`config.mk`:
```
export PLATFORM = sky130hd
export DESIGN_NAME = seg7_scan_ctrl
export DESIGN_NICKNAME = d
export VERILOG_FILES = /design/src/rtl/seg7_scan_ctrl.sv
export SDC_FILE = /design/constraint.sdc
export NUM_CORES = 1
export LEC_CHECK = 0
export CAP_MARGIN = 20
export CELL_PAD_IN_SITES_DETAIL_PLACEMENT = 1
export CELL_PAD_IN_SITES_GLOBAL_PLACEMENT = 2
export CORE_UTILIZATION = 32
export CTS_CLUSTER_SIZE = 8
export DETAILED_ROUTE_END_ITERATION = 16
export PLACE_DENSITY_LB_ADDON = 0.1
export SLEW_MARGIN = 20
export SYNTH_ARGS = -nofsm -noshare
export SYNTH_HDL_FRONTEND = slang
export SYNTH_SLANG_ARGS = --single-unit
```
`constraint.sdc`:
```
create_clock -name clk -period 3 [get_ports clk]
set_clock_uncertainty 0.05 [all_clocks]
set_input_delay 0.75 -clock clk [delete_from_list [all_inputs] [get_ports clk]]
set_output_delay 0.75 -clock clk [all_outputs]
set_load 0.1 [all_outputs]
```
`src/rtl/seg7_scan_ctrl.sv`:
```
// seg7_scan_ctrl
// Time-multiplexed scan controller for a bank of 7-segment digits that share
// one segment bus. Each digit position holds a hex value plus a decimal-point
// bit. The controller shows one digit at a time for DWELL cycles. Between
// digits it inserts a GAP-cycle blank period so that the previous digit does
// not ghost onto the next one.
//
// Parameters
//   NDIG   number of digit positions (>= 2)
//   DWELL  cycles each digit is driven (>= 1)
//   GAP    blank cycles between digits (>= 1)
//
// Ports
//   clk      system clock, rising edge
//   rst      synchronous reset, active-high; clears the scan and the register file
//   en       scan enable; 0 blanks the display and parks the scan in GAP
//   wr_en    write strobe for the digit register file
//   wr_addr  digit index to write (0 = rightmost); indices >= NDIG are ignored
//   wr_data  hex value to store
//   wr_dp    decimal-point bit to store
//   lzs      leading-zero suppression enable
//   sel      one-hot digit select, active-high, registered
//   seg      segment bus {dp,a,b,c,d,e,f,g}, active-high, registered
//   frame    one-cycle pulse on the first GAP cycle after the last digit
module seg7_scan_ctrl #(
  parameter int NDIG  = 4,
  parameter int DWELL = 1000,
  parameter int GAP   = 8
) (
  input  logic                    clk,
  input  logic                    rst,
  input  logic                    en,
  input  logic                    wr_en,
  input  logic [$clog2(NDIG)-1:0] wr_addr,
  input  logic [3:0]              wr_data,
  input  logic                    wr_dp,
  input  logic                    lzs,
  output logic [NDIG-1:0]         sel,
  output logic [7:0]              seg,
  output logic                    frame
);

  localparam int AW   = $clog2(NDIG);
  localparam int CMAX = (DWELL > GAP) ? DWELL : GAP;
  localparam int CW   = $clog2(CMAX + 1);

  localparam logic [CW-1:0] DWELL_LAST = CW'(DWELL - 1);
  localparam logic [CW-1:0] GAP_LAST   = CW'(GAP - 1);
  localparam logic [AW-1:0] IDX_LAST   = AW'(NDIG - 1);

  typedef enum logic {
    ST_GAP  = 1'b0,
    ST_SHOW = 1'b1
  } state_t;

  // Standard active-high pattern table, segments {a,b,c,d,e,f,g}.
  function automatic logic [6:0] hex7(input logic [3:0] v);
    logic [6:0] p;
    case (v)
      4'h0:    p = 7'h7E;
      4'h1:    p = 7'h30;
      4'h2:    p = 7'h6D;
      4'h3:    p = 7'h79;
      4'h4:    p = 7'h33;
      4'h5:    p = 7'h5B;
      4'h6:    p = 7'h5F;
      4'h7:    p = 7'h72;
      4'h8:    p = 7'h7F;
      4'h9:    p = 7'h73;
      4'hA:    p = 7'h77;
      4'hB:    p = 7'h1F;
      4'hC:    p = 7'h4E;
      4'hD:    p = 7'h3D;
      4'hE:    p = 7'h4F;
      default: p = 7'h47;
    endcase
    return p;
  endfunction

  // Register file. It is built from flops rather than RAM because reset must
  // clear every entry in a single cycle.
  logic [3:0]      val_q [NDIG];
  logic [3:0]      val_d [NDIG];
  logic [NDIG-1:0] dp_q;
  logic [NDIG-1:0] dp_d;

  logic [NDIG-1:0] wr_hit;
  logic [NDIG-1:0] val_nz;
  logic [NDIG-1:0] hi_zero;

  // An out-of-range wr_addr matches no entry, so the write is dropped.
  // hi_zero[i] is set when every entry j >= i holds the value 0.
  for (genvar gi = 0; gi < NDIG; gi++) begin : g_ent
    assign wr_hit[gi]  = wr_en && (wr_addr == AW'(gi));
    assign val_nz[gi]  = |val_q[gi];
    assign hi_zero[gi] = ~|(val_nz >> gi);
  end

  always_comb begin
    for (int i = 0; i < NDIG; i++) begin
      val_d[i] = val_q[i];
    end
    dp_d = dp_q;
    for (int i = 0; i < NDIG; i++) begin
      if (wr_hit[i]) begin
        val_d[i] = wr_data;
        dp_d[i]  = wr_dp;
      end
    end
  end

  // Scan FSM
  state_t          state_q, state_d;
  logic [CW-1:0]   cnt_q, cnt_d;
  logic [AW-1:0]   idx_q, idx_d;
  logic [NDIG-1:0] sel_q, sel_d;
  logic [7:0]      seg_q, seg_d;
  logic            frame_q, frame_d;

  always_comb begin
    state_d = state_q;
    cnt_d   = cnt_q;
    idx_d   = idx_q;
    frame_d = 1'b0;
    if (!en) begin
      // Park in GAP with the counter cleared. A full blank period then runs
      // before the held digit is shown again.
      state_d = ST_GAP;
      cnt_d   = '0;
    end else begin
      case (state_q)
        ST_GAP: begin
          if (cnt_q == GAP_LAST) begin
            state_d = ST_SHOW;
            cnt_d   = '0;
          end else begin
            cnt_d = cnt_q + 1'b1;
          end
        end
        ST_SHOW: begin
          if (cnt_q == DWELL_LAST) begin
            state_d = ST_GAP;
            cnt_d   = '0;
            idx_d   = (idx_q == IDX_LAST) ? '0 : idx_q + 1'b1;
            frame_d = (idx_q == IDX_LAST);
          end else begin
            cnt_d = cnt_q + 1'b1;
          end
        end
        default: begin
          state_d = ST_GAP;
          cnt_d   = '0;
        end
      endcase
    end
  end

  // The outputs are registered from the next state, so sel/seg change on the
  // same edge as the state. They are decoded from the pre-write register file.
  // A write therefore appears on seg one edge after it lands.
  always_comb begin
    sel_d = '0;
    seg_d = '0;
    if (state_d == ST_SHOW) begin
      sel_d[idx_d] = 1'b1;
      seg_d[7]     = dp_q[idx_d];
      if (lzs && (idx_d != '0) && hi_zero[idx_d]) begin
        seg_d[6:0] = 7'h00;
      end else begin
        seg_d[6:0] = hex7(val_q[idx_d]);
      end
    end
  end

  always_ff @(posedge clk) begin
    if (rst) begin
      state_q <= ST_GAP;
      cnt_q   <= '0;
      idx_q   <= '0;
      sel_q   <= '0;
      seg_q   <= '0;
      frame_q <= 1'b0;
      dp_q    <= '0;
      for (int i = 0; i < NDIG; i++) begin
        val_q[i] <= '0;
      end
    end else begin
      state_q <= state_d;
      cnt_q   <= cnt_d;
      idx_q   <= idx_d;
      sel_q   <= sel_d;
      seg_q   <= seg_d;
      frame_q <= frame_d;
      dp_q    <= dp_d;
      for (int i = 0; i < NDIG; i++) begin
        val_q[i] <= val_d[i];
      end
    end
  end

  assign sel   = sel_q;
  assign seg   = seg_q;
  assign frame = frame_q;

endmodule

```
; ---- Word level (Yosys, flattened, before mapping)
; Memories as Yosys holds them, arrays and structs flattened. A register that Yosys moved wholly into a read port is not among the register bits.
; Cells that the tools add are included.
[word_totals]
register_bits = 23
latchBits = 0
mem_bits_rw = 16
romBits = 112
input_bits = 12
output_inout_bits = 13
wordCells = 79
mem_count = 2
[memory_table]
columns = memory, depth, word_bits, rd, rd_ports_with_merged_regs, wr, line_no
row1 = (no name shown), 16, 7, 1, 1, 0, 59  ; case (v)
row2 = val_q, 4, 4, 5, 0, 4, 82  ; logic [3:0] val_q [NDIG];
[op_classes]
addsub = 2
n_mul = 0
n_div = 0
magnitude_cmp = 2
n_eq_ne = 6
n_shift = 0
muxes = 28
n_bitwise = 8
n_reduce_logical = 21
[ops]
columns = operator, n
row1 = 4-bit two-way mux, 8
row2 = 10-bit two-way mux, 2
row3 = 10-bit one-hot mux with 2 select lines, 1
row4 = 16-bit OR reduction, 1
row5 = 12-bit OR reduction, 1
row6 = 10-bit by 1-bit adder with 10-bit output (second input constant), 1
row7 = 10-bit equality test (second input constant), 1
row8 = 10-bit by 3-bit equality test with 1-bit output (second input constant), 1
row9 = 1-bit two-way mux, 9
row10 = 2-bit two-way mux, 4
row11 = 4-bit OR reduction, 2
row12 = 8-bit OR reduction, 1
row13 = 1-bit logical AND, 7
row14 = 2-bit equality test (second input constant), 3
row15 = 1-bit binary-select mux with 2-bit select, 2
row16 = 1-bit zero test, 4
row17 = 1-bit inverter, 4
row18 = 1-bit bitwise OR, 4
row19 = 2-bit OR reduction, 2
row20 = 2-bit by 3-bit less-than comparator with 1-bit output (second input constant), 1
row21 = 3-bit OR reduction, 1
row22 = 2-bit by 1-bit adder with 2-bit output (second input constant), 1
row23 = 1-bit demux with 2-bit select, 1
row24 = 2-bit by 1-bit equality test with 1-bit output (second input constant), 1
row25 = 4 further kinds, 4

; ---- Longest topological paths before layout
; Gate-level depths: netlist of run 1.
[depth]
ltp_word = 9
depth_mapped = 12
depth_no_buf = 11

; ---- Least setup slack after synthesis of run 1
; Ideal clock, no wire load.
[synth_path]
path_kind = input to register
from = input en
to = register seg_q[5], in the netlist seg[5]
setup_ns = 0.086
t_arrival_ns = 2.904
required_time_ns = 2.864
slack_ns = -0.040
path_stages = 8
n_path_buf = 0
path_cell_list = inv_1 > o41a_1 > a21oi_2 > mux2_2 > inv_1 > ha_1 > mux2_4 > a211oi_1
[synth_via]
elab_chain_len = 5
word_cells_on_any_way = 10
cone_classes = 4 x mux / 1 x bitwise / 4 x reduce/logical / 1 x memory
[synth_rtl]
columns = element, line_no
row1 = start: declaration, 32  ; input logic en,
row2 = 2-bit two-way mux, 125  ; if (!en) begin
row3 = 1-bit binary-select mux with 2-bit select or 2-bit nonzero test (tied branches), 167  ; if (lzs && (idx_d != '0) && hi_zero[idx_d]) begin
row4 = 1-bit two-way mux (not written as such) or 1-bit logical AND (tied branches), 167
row5 = 1-bit logical AND, 167
row6 = 3-bit OR reduction (no line), -
row7 = end: declaration, 117  ; logic [7:0] seg_q, seg_d;
; Several ways; a longest one is shown, not always the timed one. The select of a mux whose other input is x is not followed.
; A chain may end at the register's enable or synchronous reset.

; ---- Final worst setup path of run 1
[layout_path]
from = input en
to = register seg_q[6], in the netlist seg[6]
; Same word-level chain as after synthesis.

==> results of run 1 <==
-- how the worst max path moves through the flow --
| stage | start | endpoint | slack, ps | depth (start not counted) |
|---|---|---|---|---|
| global placement | en | seg[5]$_SDFF_PP0_ | -440 | 10 |
| detailed placement | en | seg[5]$_SDFF_PP0_ | -600 | 10 |
| CTS | cnt_q[1]$_SDFF_PP0_ | seg[6]$_SDFF_PP0_ | 80 | 9 |
| finish | en | seg[6]$_SDFF_PP0_ | 180 | 10 |
| floorplan | en | seg[5]$_SDFF_PP0_ | 30 | 8 |
| global route | cnt_q[1]$_SDFF_PP0_ | seg[6]$_SDFF_PP0_ | 40 | 11 |
-- repair_timing --
item | in CTS | in global routing
pin swaps | 1 | 0
hold buffers | 0 | 0
endpoints found under the setup margin | 6 | 5
resized for setup | 7 | 1
gates cloned | 0 | 0
setup buffers | 0 | 2
-- worst max-delay path: cells and delay by family --
family          cells  cell delay, ps
compound gates      2             670
simple gates        2             530
fa+ha+maj           1             210
buf+inv             3             490
mux                 2             360
-- registers in the layout (all words and copies together), names as in the netlist --
register / count
val_q: 16
cnt_q: 10
seg: 8
dp_q: 4
sel: 4
idx_q: 2
frame: 1
state_q: 1
-- area by class of cell --
type,count,area (um^2),share of cell area
Multi-Input combinational cell,170,1304,0.4387
Sequential cell,46,920.9,0.3099
Timing Repair Buffer,60,476.7,0.1604
Tap cell,96,120.1,0.04042
Clock buffer,5,68.82,0.02316
Clock inverter,3,43.79,0.01474
Inverter,10,37.54,0.01263
-- layout by cell type (no fill, tap or decap), drive strengths merged, types with 2 or more instances in the layout --
master,n
buf,49
dfxtp,46
nor2,44
mux2i,23
inv,11
clkdlybuf4s50,10
nand2,9
ha,8
o21ai,8
nand3,7
nor3,6
clkbuf,5
nor4,5
a21oi,5
nand4,4
a221oi,4
xor2,4
xnor2,4
nor3b,3
a31oi,3
mux2,3
a211oi,3
and4,2
nand3b,2
a41oi,2
nor2b,2
o41a,2
a21boi,2
-- through the flow --
stage / instance area, um^2 / utilization / hold slack [ps]
after detailed placement: 2821 / 0.4153 / 426.7
final: 2972 / 0.4374 / 450.3
after floorplan: 2263 / - / 379.8
after global placement: 2821 / 0.4153 / 425.0
after CTS: 2955 / 0.4350 / 454.0
after global routing: 2972 / 0.4374 / 488.0
-- report_power, final --
| part | total (uW) | switching (uW) | internal, uW |
|---|---|---|---|
| registers | 628 | 7.43 | 621 |
| logic | 106 | 51.9 | 54.1 |
| clock network | 471 | 221 | 250 |
| total | 1200 | 280 | 925 |
-- cell families after synthesis --
family | Yosys count | share of synthesized area
multiplexers | 27 | 0.1303
flip-flops | 46 | 0.4082
AO/OA/AOI/OAI | 38 | 0.1481
buffers and inverters | 15 | 0.02774
XOR/XNOR | 8 | 0.03106
AND/OR/NAND/NOR | 89 | 0.2102
adder cells (fa/ha/maj) | 8 | 0.04437
-- routing by layer --
metal | up-vias | share of wire
met3 | 5 | 0.021
met5 | - | 0
met2 | 21 | 0.50
met4 | 0 | 0.0071
met1 | 909 | 0.48
li1 | 962 | -
==> flow_summary.ini, run 1 <==
[setup_path]
cpPeakStageDelay_ps = 530
cp.required_ps = 3180
crit_slowest_cell = o41a_4
r2r-end = seg[6]$_SDFF_PP0_
critical_path_arrival_ps = 3010
crit_type = in2reg
crit_fanout = 5
critPathCaptureType = flip-flop
r2r-start = cnt_q[1]$_SDFF_PP0_
reg2reg_slack_ps = 200
r2r_cells = 11
worstPathCellList = dlygate4sd2_1, inv_2, o41a_4, nor2_8, mux2i_1, mux2_2, buf_4, ha_1, or3b_1, a21oi_1
cp-start-kind = input pin

[clocking]
clkLatencyLatePin_ps = 300
clockRootBuffer = clkbuf_8
cts.htree.levels = 2
cts_made_buffers = 5
clk_pin_slew_ps = 90
cts_tree = built
cts_sinks = 46
cts.path.max_buffers = 2

[synthesis]
synth_edf_count = 0
synth_top_area_frac = 0.4082
ys_types = 51
synth_cells = 231
ys_ff_latch = 46
yosysSeqAreaShare = 0.4082
synth_largest_area_cell = dfxtp_1
synthFlopType = dfxtp_1
netlist_area_um2 = 2256
synthesis.nets = 251
synth.most_common_cell = dfxtp_1
syn_area_per_cell_um2 = 9.766
yosysWarnings = 0
synthArstFlopShare = 0
synth_top_cells_by_area = dfxtp_1 (41%), mux2i_1 (10%), nor2_1 (7.0%)
yosys-top-cells-count = dfxtp_1 (46), nor2_1 (42), mux2i_1 (23)

[grt]
antenna_found_initial = 0
grt_pass1_vias = 1936
grt-ovfl-total = 0
grt_pass1_wl_um = 9798
grt-busiest-layer = met2
globalRouteTotalUtil = 0.1685
use_met3 = 0.02984
grt.met1_usage = 0.2145
grt_max_degree = 24
grt_use_met2 = 0.2922

[floorplan]
initial_utilization = 0.3320
die_w_um = 85.96
die_y_um = 85.96
core-area_um2 = 6794
fp.dieArea_um2 = 7389
num_rows = 30
num_io_pins = 25

[drt]
vias = 1897
drt_wl_total_um = 5664
wl_per_cell_um = 14.52
vias_per_cell = 4.864
drtIter0Drc = 23
drc = 0
antenna_left = 0
dr.pass1.iters = 5

[sta]
slew_headroom = 0.5083
tightest_slew_ps = 732.7
fmax_ghz = 0.3541
fin_crit_ps = 2824
finalSetupViolCount = 0
rsz0062_at_grt = false
final.setup.worst_slack_ps = 176.0
hold_viol_final = 0
slew_violations = 0
finalSetupTns_ps = 0
finalCritPeriodShare = 0.9413

[final_layout]
stdcell_count = 390
fillers = 786
nets = 313
drive_gt1_frac = 0.2585
syn2layout_area_growth_pct = 31.72
antennaDiodeCount = 0

[place]
port_buffers = 24
post-place-cells = 380
dp_slack_ps = -603.8
post-dp-hpwl_um = 4375
gp_congestion = 0.7814

[pwr]
cellPowerDensity_nw_per_um2 = 405.5
fin_total_pwr_uw = 1205
cellLeakagePower_uw = 0.001284
ir_drop_mv = 0.1981

[worst_hold_path]
min_path_type = reg2reg
min_to = dp_q[0]$_SDFFE_PP0P_
min_from = dp_q[0]$_SDFFE_PP0P_
whs_path_depth = 2

[run]
cap_violations = 0

[run_status]
status = completed
Note: power is estimated with default switching activity, not from simulation.
==> run 2, diff against run 1 <==
CORE_UTILIZATION = 36   (was 32)
DONT_BUFFER_PORTS = 1   (was default)
==> flow_summary.ini, run 2 (synthesized netlist as in run 1, its figures left out) <==
[pwr]
comb_power_share = 0.059
p_int_uw = 900.7
clock_power_share = 0.400
cellLeakagePower_uw = 0.001085
cellPowerDensity_nw_per_um2 = 448.5
p_sw_uw = 261.5
seq_power_share = 0.541
fin_total_pwr_uw = 1162
switching_share = 0.2250
ir_drop_mv = 0.1949

[drt]
drt-met1-wl_um = 2468
dr_wl_met3_um = 148
drt_wl_total_um = 5505
vias = 1788
wl_met2_um = 2768
drtIter0Drc = 27
drc = 0
wl_per_cell_um = 16.78
antenna_left = 0
dr.pass1.iters = 4
top_layer = met4
vias_per_cell = 5.451

[final_layout]
largest_register = val_q
fillers = 696
syn2layout_area_growth_pct = 14.86
stdcell_count = 328
final_util = 0.4325
antennaDiodeCount = 0
layout.cells.most_common_list = dfxtp_1 (46), nor2_1 (42), mux2i_1 (23), buf_4 (19), inv_1 (10)
drive_gt1_frac = 0.1581
final_common_cell = dfxtp_1
nets = 272
largest_reg_flops = 16

[place]
post-place-cells = 320
port_buffers = 0
gp_congestion = 0.8084
dp_slack_ps = -82.07
post-dp-hpwl_um = 4314

[sta]
fin_crit_ps = 2870
tightest_slew_ps = 953.1
fmax_ghz = 0.3484
finalCritPeriodShare = 0.9567
finalSetupTns_ps = 0
slew_headroom = 0.3638
hold_viol_final = 0
slew_violations = 0
rsz0062_at_grt = false
finalSetupViolCount = 0
final.setup.worst_slack_ps = 129.9

[setup_path]
cp-startpoint = cnt_q[0]$_SDFF_PP0_
worstPathCellList = ha_1, nand4_1, buf_4, o41a_4, nor2_8, mux2i_1, mux2_2, inv_1, ha_1, mux2_4, a211oi_1
cp-start-kind = flip-flop
cpPeakStageDelay_ps = 390
crit_slowest_cell = o41a_4
crit_cells = 11
critPathBufInv = 2
r2r-end = seg[5]$_SDFF_PP0_
critPathCaptureType = flip-flop
r2r-start = cnt_q[0]$_SDFF_PP0_
crit_fanout = 5
r2r_cells = 11
crit_path_end = seg[5]$_SDFF_PP0_
cpMostUsedCell = ha_1
cp.required_ps = 3160
reg2reg_slack_ps = 130
crit_type = reg2reg
critical_path_arrival_ps = 3030
cpLargestDelayFamily = multiplexers

[clocking]
cts_sinks = 46
cts_tree = built
cts_made_buffers = 5
cts_hold_buf = 0
cts.htree.levels = 2
clk_pin_slew_ps = 80
clkLatencyLatePin_ps = 300
cts.path.max_buffers = 2
clockRootBuffer = clkbuf_8

[worst_hold_path]
min_path_type = reg2reg

[floorplan]
fp.dieArea_um2 = 6587
core-area_um2 = 5991
num_io_pins = 25
num_rows = 28
initial_utilization = 0.3766
die_y_um = 81.16
die_w_um = 81.16

[grt]
grt-ovfl-total = 0
globalRouteTotalUtil = 0.1843
grt_pass1_wl_um = 9087
grt_max_degree = 25
antenna_found_initial = 0
grt_pass1_vias = 1864

[run]
cap_violations = 0

[run_status]
status = completed
[run 2: cell types whose count changed in the layout (fill, tap and decap cells not counted), moves of 2 or more]
cell | before | now
and4_1 | 0 | 2
and4_2 | 2 | 0
buf_4 | 49 | 19
clkdlybuf4s50_1 | 10 | 0
inv_1 | 8 | 10
inv_2 | 2 | 0
[run 2: metrics by stage]
step	area (um^2)	hold WS [ps]
after floorplan	2263	379.8
after global routing	2591	437.8
after CTS	2585	421.5
after global placement	2475	392.0
final	2591	417.6
after detailed placement	2475	402.0
[run 2: final cells by class]
cell class	instances	area (um^2)	share of cell area
clock inverter	2	37.54	0.01449
multi-input combinational	170	1286	0.4964
timing repair buffer	19	142.6	0.05505
tap	75	93.84	0.03621
sequential	46	920.9	0.3554
clock buffer	6	72.57	0.02801
inverter	10	37.54	0.01449
[run 2: worst min-delay path by stage]
stage | start | endpoint | slack (ps) | depth (start not counted)
finish | cnt_q[0]$_SDFF_PP0_ | cnt_q[0]$_SDFF_PP0_ | 420 | 1
CTS | cnt_q[0]$_SDFF_PP0_ | cnt_q[0]$_SDFF_PP0_ | 420 | 1
detailed placement | cnt_q[0]$_SDFF_PP0_ | cnt_q[0]$_SDFF_PP0_ | 400 | 1
floorplan | cnt_q[0]$_SDFF_PP0_ | cnt_q[0]$_SDFF_PP0_ | 380 | 1
global placement | cnt_q[0]$_SDFF_PP0_ | cnt_q[0]$_SDFF_PP0_ | 390 | 1
global route | rst | val_q[3][2]$_SDFFE_PP0P_ | 440 | 1
[run 2: power groups by stage]
stage / Combinational (uW) / Clock, uW / Sequential, uW
3_3_place_gp: 65.3 / 0 / 643
5_1_grt: 76.0 / 501 / 630
6_report: 68.4 / 465 / 629
2_1_floorplan: 54.8 / 0 / 640
4_1_cts: 68.8 / 481 / 629
3_5_place_dp: 68.5 / 0 / 643
[run 2: routing by layer]
metal	vias to the layer above	GRT usage
li1	879	-
met1	878	0.2142
met4	0	0.08214
met5	-	0
met2	22	0.3193
met3	9	0.04382
[run 2: repair_timing]
item / in CTS / in global routing
gates resized for setup: 0 / 2
setup endpoints to repair: 0 / 2
buffers inserted: 0 / 0
==> run 3, diff against run 2 <==
CTS_CLUSTER_DIAMETER = 150   (was default)
SLEW_MARGIN = 10   (was 20)
==> results of run 3 <==
Same layout as run 2: the final DEF is identical, and so are final timing and power.
==> edit (settings of run 2) <==
Change the parameter `GAP` from 8 to 16.
--- a/src/rtl/seg7_scan_ctrl.sv
+++ b/src/rtl/seg7_scan_ctrl.sv
@@ -25,7 +25,7 @@
 module seg7_scan_ctrl #(
   parameter int NDIG  = 4,
   parameter int DWELL = 1000,
-  parameter int GAP   = 8
+  parameter int GAP   = 16
 ) (
   input  logic                    clk,
   input  logic                    rst,
Behaviour: not the same (a bounded check fails within 10 cycles, from zero or initial values and one cycle with rst high).
==> edit against run 2 <==
Worst setup slack got worse by 47 ps; area after synthesis down 4.9%; synthesized cell count shrank 3.5%; largest power group unchanged; sequential cell count unchanged; first-iteration DRC count increased to 2.9 times the old value; total power decreased by 6.8%; wire length decreased by 5.6%; die area shrank 4.8%; final area rose by 1.6%.
==> edit: results (changes against run 2) <==
outcome=finished, final reports clean; fill count=677 (-2.7%); r2r setup slk=80 ps (-50 ps); post-layout util=0.470 (+0.0371); Post-DP HPWL=3930 um (-8.9%); Worst Reg-to-Reg Cells=9 (-2); sequential share of the synthesized area=0.429 (+0.0212); Worst Path Arrival=3060 ps (+30 ps); min-delay src=cnt_q[0]$_SDFF_PP0_; share of layout cells above drive strength 1=0.264 (+0.106); pin count of the biggest net entering global routing=26 (+4.0%); crit path max fanout=7 (+2); syn_nets=244 (-2.8%); slowest stage delay, CP=580 ps (+190 ps); Reg power frac=0.581 (+0.040); Slowest cell on crit path=or4_4; DP Cell Count=308 (-3.8%); Leak Pwr=1.12 nW (+3.0%); Vias/cell=5.18 (-5.0%); Post-synth top cells=dfxtp_1, nor2_1, mux2i_1, ha_1, inv_1; post-synthesis average cell area=9.62 um2 (-1.5%); hold slack=422 ps (+4.37 ps); Post-Place Worst Slack=-102 ps (-20.3 ps); via count=1689 (-5.5%); Yosys cell types=45 (-12%); # resized after CTS=2 (+2); All-Layer GR Usage=0.175 (-0.00955); Peak VDD IR=239 uV (+23%); Area after DPL=0.00238 mm2 (-4.0%); reg-to-reg startpoint=idx_q[1]$_SDFF_PP0_; comb pwr=0.0723 mW (+5.7%); top post-synthesis cells by area=dfxtp_1, mux2i_1, nor2_1; Total Routed Length=5200 um (-5.6%); switching share of power=0.242 (+0.0172); GP Congestion=0.755 (-6.6%); Layout Nets=274 (+0.74%); terminus of the critical flop-to-flop path=seg[3]$_SDFF_PP0_; switching pwr=0.262 mW (+0.26%)
edit: routing by layer:
metal / global-route usage / vias up / wire [um]
li1: - / 852 / -
met1: 0.227 / 807 / 2430
met2: 0.288 / 26 / 2530
met3: 0.0437 / 4 / 200
met4: 0.0436 / 0 / 33
met5: 0 / - / 0
edit: how the worst max path moves through the flow:
stage | slack (ps) | start | end | cells after the start
6_report | 80 | idx_q[1]$_SDFF_PP0_ | seg[3]$_SDFF_PP0_ | 9
5_1_grt | -30 | idx_q[1]$_SDFF_PP0_ | seg[2]$_SDFF_PP0_ | 9
4_1_cts | 10 | cnt_q[0]$_SDFF_PP0_ | seg[6]$_SDFF_PP0_ | 11
3_5_place_dp | -100 | en | seg[4]$_SDFF_PP0_ | 8
3_3_place_gp | -40 | en | seg[4]$_SDFF_PP0_ | 8
2_1_floorplan | 6 | en | seg[3]$_SDFF_PP0_ | 10
edit: critical path: cells and delay by family (launching register included):
kind,cells,cell delay [ps]
and+or+nand+nor,3,1200
adders and majority gates,2,410
AOI/OAI and AO/OA,2,390
DFF,1,350
muxes,1,250
buffers and inverters,1,180
edit: cell type report:
cell class,instances,area (um2),share of cell area
multi-input combinational,161,1270,0.483
sequential,46,923,0.351
tap,72,90.1,0.0342
clock buffer,6,72.6,0.0276
timing repair buffer,30,229,0.0869
clock inverter,2,13.8,0.00523
inverter,9,33.8,0.0128
edit: cell families after synthesis:
group	count (synthesis)	synth area share
flip-flops	46	0.429
AO/OA/AOI/OAI	31	0.118
adder cells (fa/ha/maj)	9	0.0525
AND/OR/NAND/NOR	80	0.183
XOR/XNOR	8	0.0327
buffers and inverters	16	0.0298
multiplexers	33	0.155
